<file path="config.mk">
export PLATFORM = sky130hd
export DESIGN_NAME = en_pipe_driver_flat
export DESIGN_NICKNAME = d
export VERILOG_FILES = /design/src/rtl/en_pipe_pkg.sv /design/src/rtl/en_pipe_driver_if.sv /design/src/rtl/en_pipe_shadow.sv /design/src/rtl/en_pipe_driver.sv /design/src/flat_wrapper.sv
export SDC_FILE = /design/constraint.sdc
export NUM_CORES = 1
export LEC_CHECK = 0
export CAP_MARGIN = 10
export CORE_MARGIN = 5
export CORE_UTILIZATION = 30
export CTS_BUF_LIST = sky130_fd_sc_hd__clkbuf_16
export DETAILED_ROUTE_END_ITERATION = 16
export GPL_TIMING_DRIVEN = 0
export SETUP_SLACK_MARGIN = 0.15
export SLEW_MARGIN = 20
export SYNTH_ARGS = -nofsm -noshare
export SYNTH_HDL_FRONTEND = slang
export SYNTH_HIERARCHICAL = 1
export SYNTH_SLANG_ARGS = --single-unit
export TNS_END_PERCENT = 100
</file>
<file path="constraint.sdc">
create_clock -name clk -period 3.5 [get_ports clk]
set_input_delay 0.525 -clock clk [delete_from_list [all_inputs] [get_ports clk]]
set_output_delay 0.525 -clock clk [all_outputs]
set_load 0.01 [all_outputs]
</file>
<file path="src/rtl/en_pipe_pkg.sv">
// rtl/en_pipe_pkg.sv - shared types, defaults and helpers for the en pipe driver
package en_pipe_pkg;

  typedef enum logic [1:0] {
    IDLE  = 2'd0,
    BURST = 2'd1,
    GAP   = 2'd2,
    DONE  = 2'd3
  } state_e;

  localparam int DW_DEF  = 4;
  localparam int CW_DEF  = 8;
  localparam int ECW_DEF = 16;

  // Increment v, holding at the all-ones value of a w-bit counter.
  function automatic logic [31:0] sat_inc(input logic [31:0] v, input int unsigned w);
    logic [31:0] max_v;
    max_v = (w >= 32) ? 32'hFFFF_FFFF : ((32'd1 << w) - 32'd1);
    return (v >= max_v) ? v : v + 32'd1;
  endfunction

endpackage

</file>
<file path="src/rtl/en_pipe_driver_if.sv">
// rtl/en_pipe_driver_if.sv - en/data/data_out bus between driver and pipeline
interface en_pipe_driver_if
  import en_pipe_pkg::*;
#(
  parameter int DW = DW_DEF
);
  logic          en;
  logic [DW-1:0] data;
  logic [DW-1:0] data_out;

  modport master (output en, output data, input data_out);
  modport slave  (input en, input data, output data_out);
endinterface

</file>
<file path="src/rtl/en_pipe_shadow.sv">
// rtl/en_pipe_shadow.sv - shadow 2-stage pipe and data_out comparator
module en_pipe_shadow
  import en_pipe_pkg::*;
#(
  parameter int DW  = DW_DEF,
  parameter int ECW = ECW_DEF
) (
  input  logic           clk,
  input  logic           rst_n,
  input  logic           en,
  input  logic [DW-1:0]  data,
  input  logic [DW-1:0]  data_out,
  output logic           err,
  output logic [ECW-1:0] err_count
);

  logic [DW-1:0]  sh1_q, sh1_d;
  logic [DW-1:0]  sh2_q, sh2_d;
  logic [1:0]     fill_q, fill_d;
  logic           err_q, err_d;
  logic [ECW-1:0] err_count_q, err_count_d;

  // Mirror the pipeline; compare only once both stages hold driven data.
  always_comb begin
    sh1_d       = sh1_q;
    sh2_d       = sh2_q;
    fill_d      = fill_q;
    err_d       = err_q;
    err_count_d = err_count_q;
    if (en) begin
      sh1_d  = data;
      sh2_d  = sh1_q;
      fill_d = (fill_q == 2'd2) ? 2'd2 : fill_q + 2'd1;
    end
    if (fill_q == 2'd2 && data_out != sh2_q) begin
      err_d       = 1'b1;
      err_count_d = ECW'(sat_inc(32'(err_count_q), ECW));
    end
  end

  // Shadow state and error flags; reset is the only way to clear them.
  always_ff @(posedge clk) begin
    if (!rst_n) begin
      sh1_q       <= '0;
      sh2_q       <= '0;
      fill_q      <= 2'd0;
      err_q       <= 1'b0;
      err_count_q <= '0;
    end else begin
      sh1_q       <= sh1_d;
      sh2_q       <= sh2_d;
      fill_q      <= fill_d;
      err_q       <= err_d;
      err_count_q <= err_count_d;
    end
  end

  assign err       = err_q;
  assign err_count = err_count_q;

endmodule

</file>
<file path="src/rtl/en_pipe_driver.sv">
// rtl/en_pipe_driver.sv - burst/gap stimulus generator and checker for the en pipeline
module en_pipe_driver
  import en_pipe_pkg::*;
#(
  parameter int            DW   = DW_DEF,
  parameter logic [DW-1:0] SEED = DW'(4'hA),
  parameter int            STEP = 1,
  parameter int            CW   = CW_DEF,
  parameter int            ECW  = ECW_DEF
) (
  input  logic                clk,
  input  logic                rst_n,
  input  logic                start,
  input  logic [CW-1:0]       burst_len,
  input  logic [CW-1:0]       gap_len,
  input  logic [CW-1:0]       num_bursts,
  en_pipe_driver_if.master    bus,
  output logic                busy,
  output logic                done,
  output logic                err,
  output logic [ECW-1:0]      err_count,
  output logic [ECW-1:0]      beats
);

  state_e         state_q, state_d;
  logic [CW-1:0]  beat_left_q, beat_left_d;
  logic [CW-1:0]  gap_left_q, gap_left_d;
  logic [CW-1:0]  burst_left_q, burst_left_d;
  logic [CW-1:0]  blen_q, blen_d;
  logic [CW-1:0]  glen_q, glen_d;
  logic           en_q, en_d;
  logic [DW-1:0]  data_q, data_d;
  logic           busy_q, busy_d;
  logic           done_q, done_d;
  logic [ECW-1:0] beats_q, beats_d;
  logic [CW-1:0]  blen_eff;

  // Next-state logic; counters hold the beats/gaps/bursts remaining after the current cycle.
  always_comb begin
    state_d      = state_q;
    beat_left_d  = beat_left_q;
    gap_left_d   = gap_left_q;
    burst_left_d = burst_left_q;
    blen_d       = blen_q;
    glen_d       = glen_q;
    data_d       = data_q;
    beats_d      = beats_q;
    blen_eff     = (burst_len == '0) ? CW'(1) : burst_len;
    case (state_q)
      IDLE, DONE: begin
        if (start) begin
          blen_d = blen_eff;
          glen_d = gap_len;
          if (num_bursts == '0) begin
            state_d = DONE;
          end else begin
            state_d      = BURST;
            beat_left_d  = blen_eff - CW'(1);
            burst_left_d = num_bursts - CW'(1);
          end
        end
      end
      BURST: begin
        if (beat_left_q != '0) begin
          beat_left_d = beat_left_q - CW'(1);
        end else if (burst_left_q != '0) begin
          burst_left_d = burst_left_q - CW'(1);
          if (glen_q != '0) begin
            state_d    = GAP;
            gap_left_d = glen_q - CW'(1);
          end else begin
            beat_left_d = blen_q - CW'(1);
          end
        end else begin
          state_d = DONE;
        end
      end
      GAP: begin
        if (gap_left_q != '0) begin
          gap_left_d = gap_left_q - CW'(1);
        end else begin
          state_d     = BURST;
          beat_left_d = blen_q - CW'(1);
        end
      end
      default: state_d = IDLE;
    endcase
    en_d   = (state_d == BURST);
    busy_d = (state_d == BURST) || (state_d == GAP);
    done_d = (state_d == DONE);
    if (en_q) begin
      data_d  = data_q + DW'(STEP);
      beats_d = beats_q + ECW'(1);
    end
  end

  // FSM, counters and registered outputs.
  always_ff @(posedge clk) begin
    if (!rst_n) begin
      state_q      <= IDLE;
      beat_left_q  <= '0;
      gap_left_q   <= '0;
      burst_left_q <= '0;
      blen_q       <= '0;
      glen_q       <= '0;
      en_q         <= 1'b0;
      data_q       <= SEED;
      busy_q       <= 1'b0;
      done_q       <= 1'b0;
      beats_q      <= '0;
    end else begin
      state_q      <= state_d;
      beat_left_q  <= beat_left_d;
      gap_left_q   <= gap_left_d;
      burst_left_q <= burst_left_d;
      blen_q       <= blen_d;
      glen_q       <= glen_d;
      en_q         <= en_d;
      data_q       <= data_d;
      busy_q       <= busy_d;
      done_q       <= done_d;
      beats_q      <= beats_d;
    end
  end

  en_pipe_shadow #(.DW(DW), .ECW(ECW)) u_shadow (
    .clk       (clk),
    .rst_n     (rst_n),
    .en        (en_q),
    .data      (data_q),
    .data_out  (bus.data_out),
    .err       (err),
    .err_count (err_count)
  );

  assign bus.en   = en_q;
  assign bus.data = data_q;
  assign busy     = busy_q;
  assign done     = done_q;
  assign beats    = beats_q;

endmodule

</file>
<file path="src/flat_wrapper.sv">
// flat-port wrapper written by rule: the top's interface ports become plain ports
module en_pipe_driver_flat import en_pipe_pkg::*;
#(
  parameter int            DW   = DW_DEF,
  parameter logic [DW-1:0] SEED = DW'(4'hA),
  parameter int            STEP = 1,
  parameter int            CW   = CW_DEF,
  parameter int            ECW  = ECW_DEF
)
  (clk, rst_n, start, burst_len, gap_len, num_bursts, busy, done, err, err_count, beats, bus_en, bus_data, bus_data_out);
  en_pipe_driver_if #(.DW(DW)) bus_i ();
  input  logic clk;
  input  logic rst_n;
  input  logic start;
  input  logic [CW-1:0] burst_len;
  input  logic [CW-1:0] gap_len;
  input  logic [CW-1:0] num_bursts;
  output logic busy;
  output logic done;
  output logic err;
  output logic [ECW-1:0] err_count;
  output logic [ECW-1:0] beats;
  output wire logic [$bits(bus_i.en)-1:0] bus_en;
  output wire logic [$bits(bus_i.data)-1:0] bus_data;
  input wire logic [$bits(bus_i.data_out)-1:0] bus_data_out;
  assign bus_en = bus_i.en;
  assign bus_data = bus_i.data;
  assign bus_i.data_out = bus_data_out;
  en_pipe_driver #(.DW(DW), .SEED(SEED), .STEP(STEP), .CW(CW), .ECW(ECW)) u_core (.clk(clk), .rst_n(rst_n), .start(start), .burst_len(burst_len), .gap_len(gap_len), .num_bursts(num_bursts), .bus(bus_i), .busy(busy), .done(done), .err(err), .err_count(err_count), .beats(beats));
endmodule
</file>
=== Yosys cells after proc, flatten, opt, wreduce, memory -nomap -nowiden ===
Cells that the tools add are included.

* Bitwise operators: 1
* Reductions and logical operators: 17
* Add/subtract/negate cells: 11
* Div/mod/pow operators: 0
* Shifts and indexed selects: 0
* Order comparisons: 1
* $mul: 0
* Eq/ne operators: 17
* Mux-type cells: 26

{| class="wikitable"
|+ Operators with widths
! operator !! count
|-
| $mux W8 || 15
|-
| $sub A8 B1 Y8 const B || 7
|-
| $add A16 B1 Y16 const B || 2
|-
| $pmux W8 S2 || 2
|-
| $reduce_bool A8 Y1 || 4
|-
| $pmux W8 S3 || 1
|-
| $ge A16 B16 Y1 const B || 1
|-
| $logic_not A8 Y1 || 2
|-
| $reduce_and A5 Y1 || 3
|-
| $mux W2 || 7
|-
| $eq A2 B2 Y1 const B || 5
|-
| $ne A2 B2 Y1 const B || 4
|-
| $ne A2 B1 Y1 const B || 3
|-
| $pmux W2 S3 || 1
|-
| $add A4 B1 Y4 const B || 1
|-
| $eq A2 B1 Y1 const B || 2
|-
| $ne A4 B4 Y1 || 1
|-
| $reduce_and A2 Y1 || 2
|-
| $reduce_bool A2 Y1 || 2
|-
| $ne A3 B1 Y1 const B || 1
|-
| $ne A3 B2 Y1 const B || 1
|-
| $add A2 B1 Y2 const B || 1
|-
| $logic_not A2 Y1 || 1
|-
| $reduce_or A2 Y1 || 1
|-
| 3 further kinds || 3
|}

* Register bits after elaboration: 92
* Memory bits (read-only): 0
* Memories: 0
* Bits of input ports: 31
* Logic and storage cells: 89
* Output and inout bits: 40
* Bits in latches: 0
* RAM bits: 0

=== Longest topological paths before layout ===
* Word-level depth: 7
* Depth in mapped cells: 11
* Mapped depth without buffers: 9

=== Modules after synthesis ===
The synthesis kept the hierarchy.

{| class="wikitable"
|+ Modules (own cells, without submodules)
! module !! area an instance (sq um) !! cells an instance !! seq. area each (sq um) !! instances
|-
| en_pipe_driver || 3,796.1 || 470 || 1,301.2 || 1
|-
| en_pipe_shadow || 1,239.9 || 137 || 540.5 || 1
|}

=== Worst setup path after synthesis ===
No wires, ideal clock.

* Path kind: register to register
* From: reg u_core.state_q[0]
* To: reg u_core.burst_left_q[6]
* Clock period less this slack: 2.783 ns
* Arrival time: 2.708 ns
* Path slack: 0.717 ns
* Setup time: 0.074 ns
* Stages on the path, launching flop included: 11
* Buffers on the path: 3
* Required time: 3.426 ns
* Path through: dfxtp_1 ha_1 clkbuf_1 buf_1 clkbuf_1 mux2i_1 ha_1 o21ai_0 o21bai_1 or4_1 a31oi_1

* Word-level cells in the longest chain between the ends: 4
* Elaborated cells between the ends (all ways): 11
* Classes of those cells: 6 x eq/ne; 1 x mux; 4 x reduce/logical

{| class="wikitable"
|+ Ends and longest elaborated chain
! item !! RTL line !! RTL
|-
| start: declaration || en_pipe_driver.sv:25 || <nowiki>state_e state_q, state_d;</nowiki>
|-
| start signal: assignment || en_pipe_driver.sv:112 || <nowiki>state_q <= state_d;</nowiki>
|-
| $eq A2 B2 Y1 / $logic_not A2 Y1 (equally long branches) || en_pipe_driver.sv:49 || <nowiki>case (state_q)</nowiki>
|-
| $reduce_or A2 Y1 || en_pipe_driver.sv:49 ||
|-
| $ne A2 B2 Y1 (no line) / $reduce_bool A2 Y1 (equally long branches) || n/a ||
|-
| $reduce_and A5 Y1 (no line) || n/a ||
|-
| end signal: assignment || en_pipe_driver.sv:115 || <nowiki>burst_left_q <= burst_left_d;</nowiki>
|-
| end: declaration || en_pipe_driver.sv:28 || <nowiki>logic [CW-1:0] burst_left_q, burst_left_d;</nowiki>
|}

Parallel ways exist; a longest one is shown, timed or not.
A chain may end at the register's enable or synchronous reset.

=== Worst setup path after layout ===
* From: reg u_core.state_q[0]
* To: reg u_core.gap_left_q[6]

* Word-level cells in the longest chain between the ends: 3
* Elaborated cells between the ends (all ways): 9
* Classes of those cells: 6 x eq/ne; 1 x mux; 2 x reduce/logical

{| class="wikitable"
|+ Ends and longest elaborated chain
! item !! RTL line !! RTL
|-
| $eq A2 B2 Y1 / $eq A2 B1 Y1 (equally long branches) || en_pipe_driver.sv:49 ||
|-
| $ne A2 B1 Y1 (no line), or another cell as far along || n/a ||
|-
| $reduce_and A5 Y1 (no line) || n/a ||
|-
| end signal: assignment || en_pipe_driver.sv:114 || <nowiki>gap_left_q <= gap_left_d;</nowiki>
|-
| end: declaration || en_pipe_driver.sv:27 || <nowiki>logic [CW-1:0] gap_left_q, gap_left_d;</nowiki>
|}

Parallel ways exist; a longest one is shown, timed or not.

==> run metrics <==
clock period minus final worst setup slack between 3 and 4 ns; final setup violation count 0; fin cells roughly 910; sequential share of the synthesized area 0.366; RSZ-0062 raised after global routing yes; gr usage total 0.132; Leakage 2.16 nW; fin crit share 0.900; fillers 1688; area leader, netlist dfxtp_1; first-pass GRT wire length 21.5 mm; commonest non-fill, non-tap cells in the layout 92 x dfxtp_1, 75 x nand2_1, 70 x clkdlybuf4s50_1; WL final roughly 13 mm; site row count 47; XOR/XNOR Fraction of Synth Area 0.0783; # DRC 0; cell count after synthesis 607; CP endpoint kind flop; I/O Pins 71; area delta synth->final 25.1%; final setup skew 0.00744 ns; synthesized area 5040 µm²; multi-input logic area 3010 µm²; max-slew violations 0; nature of the critical path startpoint flop; Yosys top cell area share 0.366; syn_area_per_cell 8.30 µm²; routability cong. 0.810; register area 1840 µm²; Detail Route Antenna Nets 0; Post-Synth Simple-Gate Area 0.257; largest net degree at the start of global routing 18; initial antenna violation count 0; Max-slew headroom 0.343; first drt pass iteration count 5; adder-cell share of the synthesized area 0.0373; number of synthesized flops with an enable pin 0; Worst EP arrival 3.43 ns; largest family of logic cells by synthesized area simple AND/OR/NAND/NOR gates; htree depth 3; Placed Cells 897; Ys Warns 6; outcome finished clean; ys async rst share 0; fmax 0.317 GHz; setup bufs post-CTS 0; PnR Total Power 3.07 mW; Die ar. 19500 µm²; mux cell area share after synthesis 0.0447; crit path kind reg -> reg; Worst Path Required 3.78 ns; most frequent cell on the critical path ha_1; Die Y 140 µm; CTS tree yes; die width 140 µm; Syn Nets 653; Final nets 734; detailed placer's ending HPWL between 9 and 10 mm; antenna cell count 0; Worst-Skew Late Latency about 0.35 ns; vias per cell between 5 and 6; Port Buffers 70; Power Dens Cells 487 nW/µm²; Worst-path clk slew about 0.07 ns; register bit total from synthesis slightly above 90; commonest non-fill, non-tap cell in the layout dfxtp_1; post-synthesis compound-gate area fraction 0.181; count of cell types in the netlist 70; CTS buffer count 9; Starting DRT DRC Count 175; Peak VDD IR 250 µV; synth top area cells dfxtp_1 37%, nand2_1 5.6%, nor2_1 5.0%; endpoints failing hold 0; max cap viols 0; cts hold-fix bufs 0; gr ovfl total 0; prevailing post-synth register cell dfxtp_1; vias in the first global route 4372; Placement Setup Slack -0.00756 ns; ratio of cells with drive above 1 in the final layout 0.0635; total core area 16500 µm²; Sink Count 92; crit path cell chain inv_1 > ha_1 > clkbuf_1 > clkbuf_2 > mux2i_1 > ha_1 > o21ai_0 > or4_1 > a211o_1 > a21oi_1; Worst-Margin Slew roughly 0.98 ns; slowest stage cell, crit path or4_1; Critical Path Fanout Max 10; Avg WL per Cell 14.2 µm; maximum clock insertion buffer count 2; PnR worst setup slack 0.348 ns; routed vias 4634; Tightest Hold Check Type reg -> reg; Starting Density 0.305; Root Driver clkbuf_16; largest stage delay on the critical path 0.54 ns
-- registers in the layout (all words and copies together) (netlist names) --
signal,cells
u_core/glen_q,8
u_core/u_shadow/err_count,16
u_core/burst_left_q,8
u_core/done,1
u_core/bus.en,1
u_core/u_shadow/sh1_q,4
u_core/beat_left_q,8
u_core/u_shadow/fill_q,2
u_core/blen_q,8
u_core/state_q,2
u_core/gap_left_q,8
u_core/bus.data,4
u_core/busy,1
u_core/beats,16
u_core/u_shadow/err,1
u_core/u_shadow/sh2_q,4
-- metrics by stage --
stage | hold slack (ns) | TNS [ns] | util | area, µm²
floorplan | 0.446 | 0 | - | 5040
global placement | 0.454 | 0 | 0.364 | 6010
detailed placement | 0.465 | -0.00756 | 0.364 | 6010
CTS | 0.474 | 0 | 0.381 | 6300
global route | 0.507 | 0 | 0.381 | 6300
finish | 0.472 | 0 | 0.381 | 6300
-- metal layers --
layer  GRT usage  part of all wire  vias to the layer above
met5           0                 0                        -
met4      0.0444             0.013                        0
met3      0.0312             0.050                       15
met2       0.212              0.46                       93
met1       0.175              0.48                     2159
li1            -                 -                     2367
-- layout make-up --
class / instances / share of cell area
Clock buffer: 9 / 0.0358
Timing Repair Buffer: 70 / 0.111
Clock inverter: 7 / 0.00894
Multi-Input combinational cell: 470 / 0.479
Sequential cell: 92 / 0.292
Buffer: 27 / 0.0187
Inverter: 18 / 0.0107
Tap cell: 220 / 0.0437
-- synth_stat cells, types with 3 or more instances --
cell	count
o31ai_1	7
nand3_1	14
inv_1	14
xor2_1	23
dfxtp_1	92
o221ai_1	7
nor2b_1	4
and2_1	5
and3_1	4
nor3_1	23
clkinv_1	3
xnor2_1	22
a21oi_1	40
a32o_1	8
nor3b_1	6
ha_1	15
mux2_2	4
a211oi_1	3
o311ai_0	3
nand2_1	75
or3_1	9
nor2_1	67
a211o_1	3
nor4_2	5
buf_1	4
or4_1	6
nor4_1	7
nand2b_1	5
mux2i_1	18
nand4_1	12
clkbuf_1	19
o21ai_0	15
a31oi_1	7
o21ai_1	5
o21a_1	3
o31a_1	4
nor4b_1	3
-- timing repair --
item / in CTS / in global routing
pin swaps: 0 / 0
setup endpoints to repair: 1 / 2
resized for setup: 2 / 3
gates cloned: 0 / 0
-- worst max-delay path, delay by kind of cell (launching register included) --
| family | cells | cell delay, ns |
|---|---|---|
| muxes | 1 | 0.30 |
| AOI/OAI and AO/OA | 3 | 0.61 |
| DFF | 1 | 0.36 |
| buffers and inverters | 3 | 0.74 |
| adders and majority gates | 2 | 0.53 |
| and+or+nand+nor | 1 | 0.54 |
-- final timing paths --
check | start | to | slack, ns | cells after the start
worst max-delay path | u_core/state_q[0]$_SDFF_PN0_ | u_core/gap_left_q[6]$_SDFFE_PN0P_ | 0.35 | 10
worst min-delay path | u_core/blen_q[7]$_SDFFE_PN0P_ | u_core/blen_q[7]$_SDFFE_PN0P_ | 0.47 | 2
worst max register to register | u_core/state_q[0]$_SDFF_PN0_ | u_core/gap_left_q[6]$_SDFFE_PN0P_ | 0.35 | 10
worst min register to register | u_core/blen_q[7]$_SDFFE_PN0P_ | u_core/blen_q[7]$_SDFFE_PN0P_ | 0.47 | 2
-- cells by family (layout without fill, tap and decap cells) --
| kind of cell | count (synthesis) | count (layout) |
|---|---|---|
| and+or+nand+nor | 257 | 257 |
| buffers and inverters | 45 | 131 |
| xor gates and xnor gates | 45 | 45 |
| AOI/OAI and AO/OA | 131 | 131 |
| DFF | 92 | 92 |
| adders and majority gates | 15 | 15 |
| muxes | 22 | 22 |
-- where the power goes --
| part | internal (mW) | switching (mW) | total [mW] |
|---|---|---|---|
| registers | 1.14 | 0.112 | 1.25 |
| logic | 0.382 | 0.485 | 0.868 |
| clock network | 0.495 | 0.450 | 0.945 |
(Power assumes the default switching activity.)
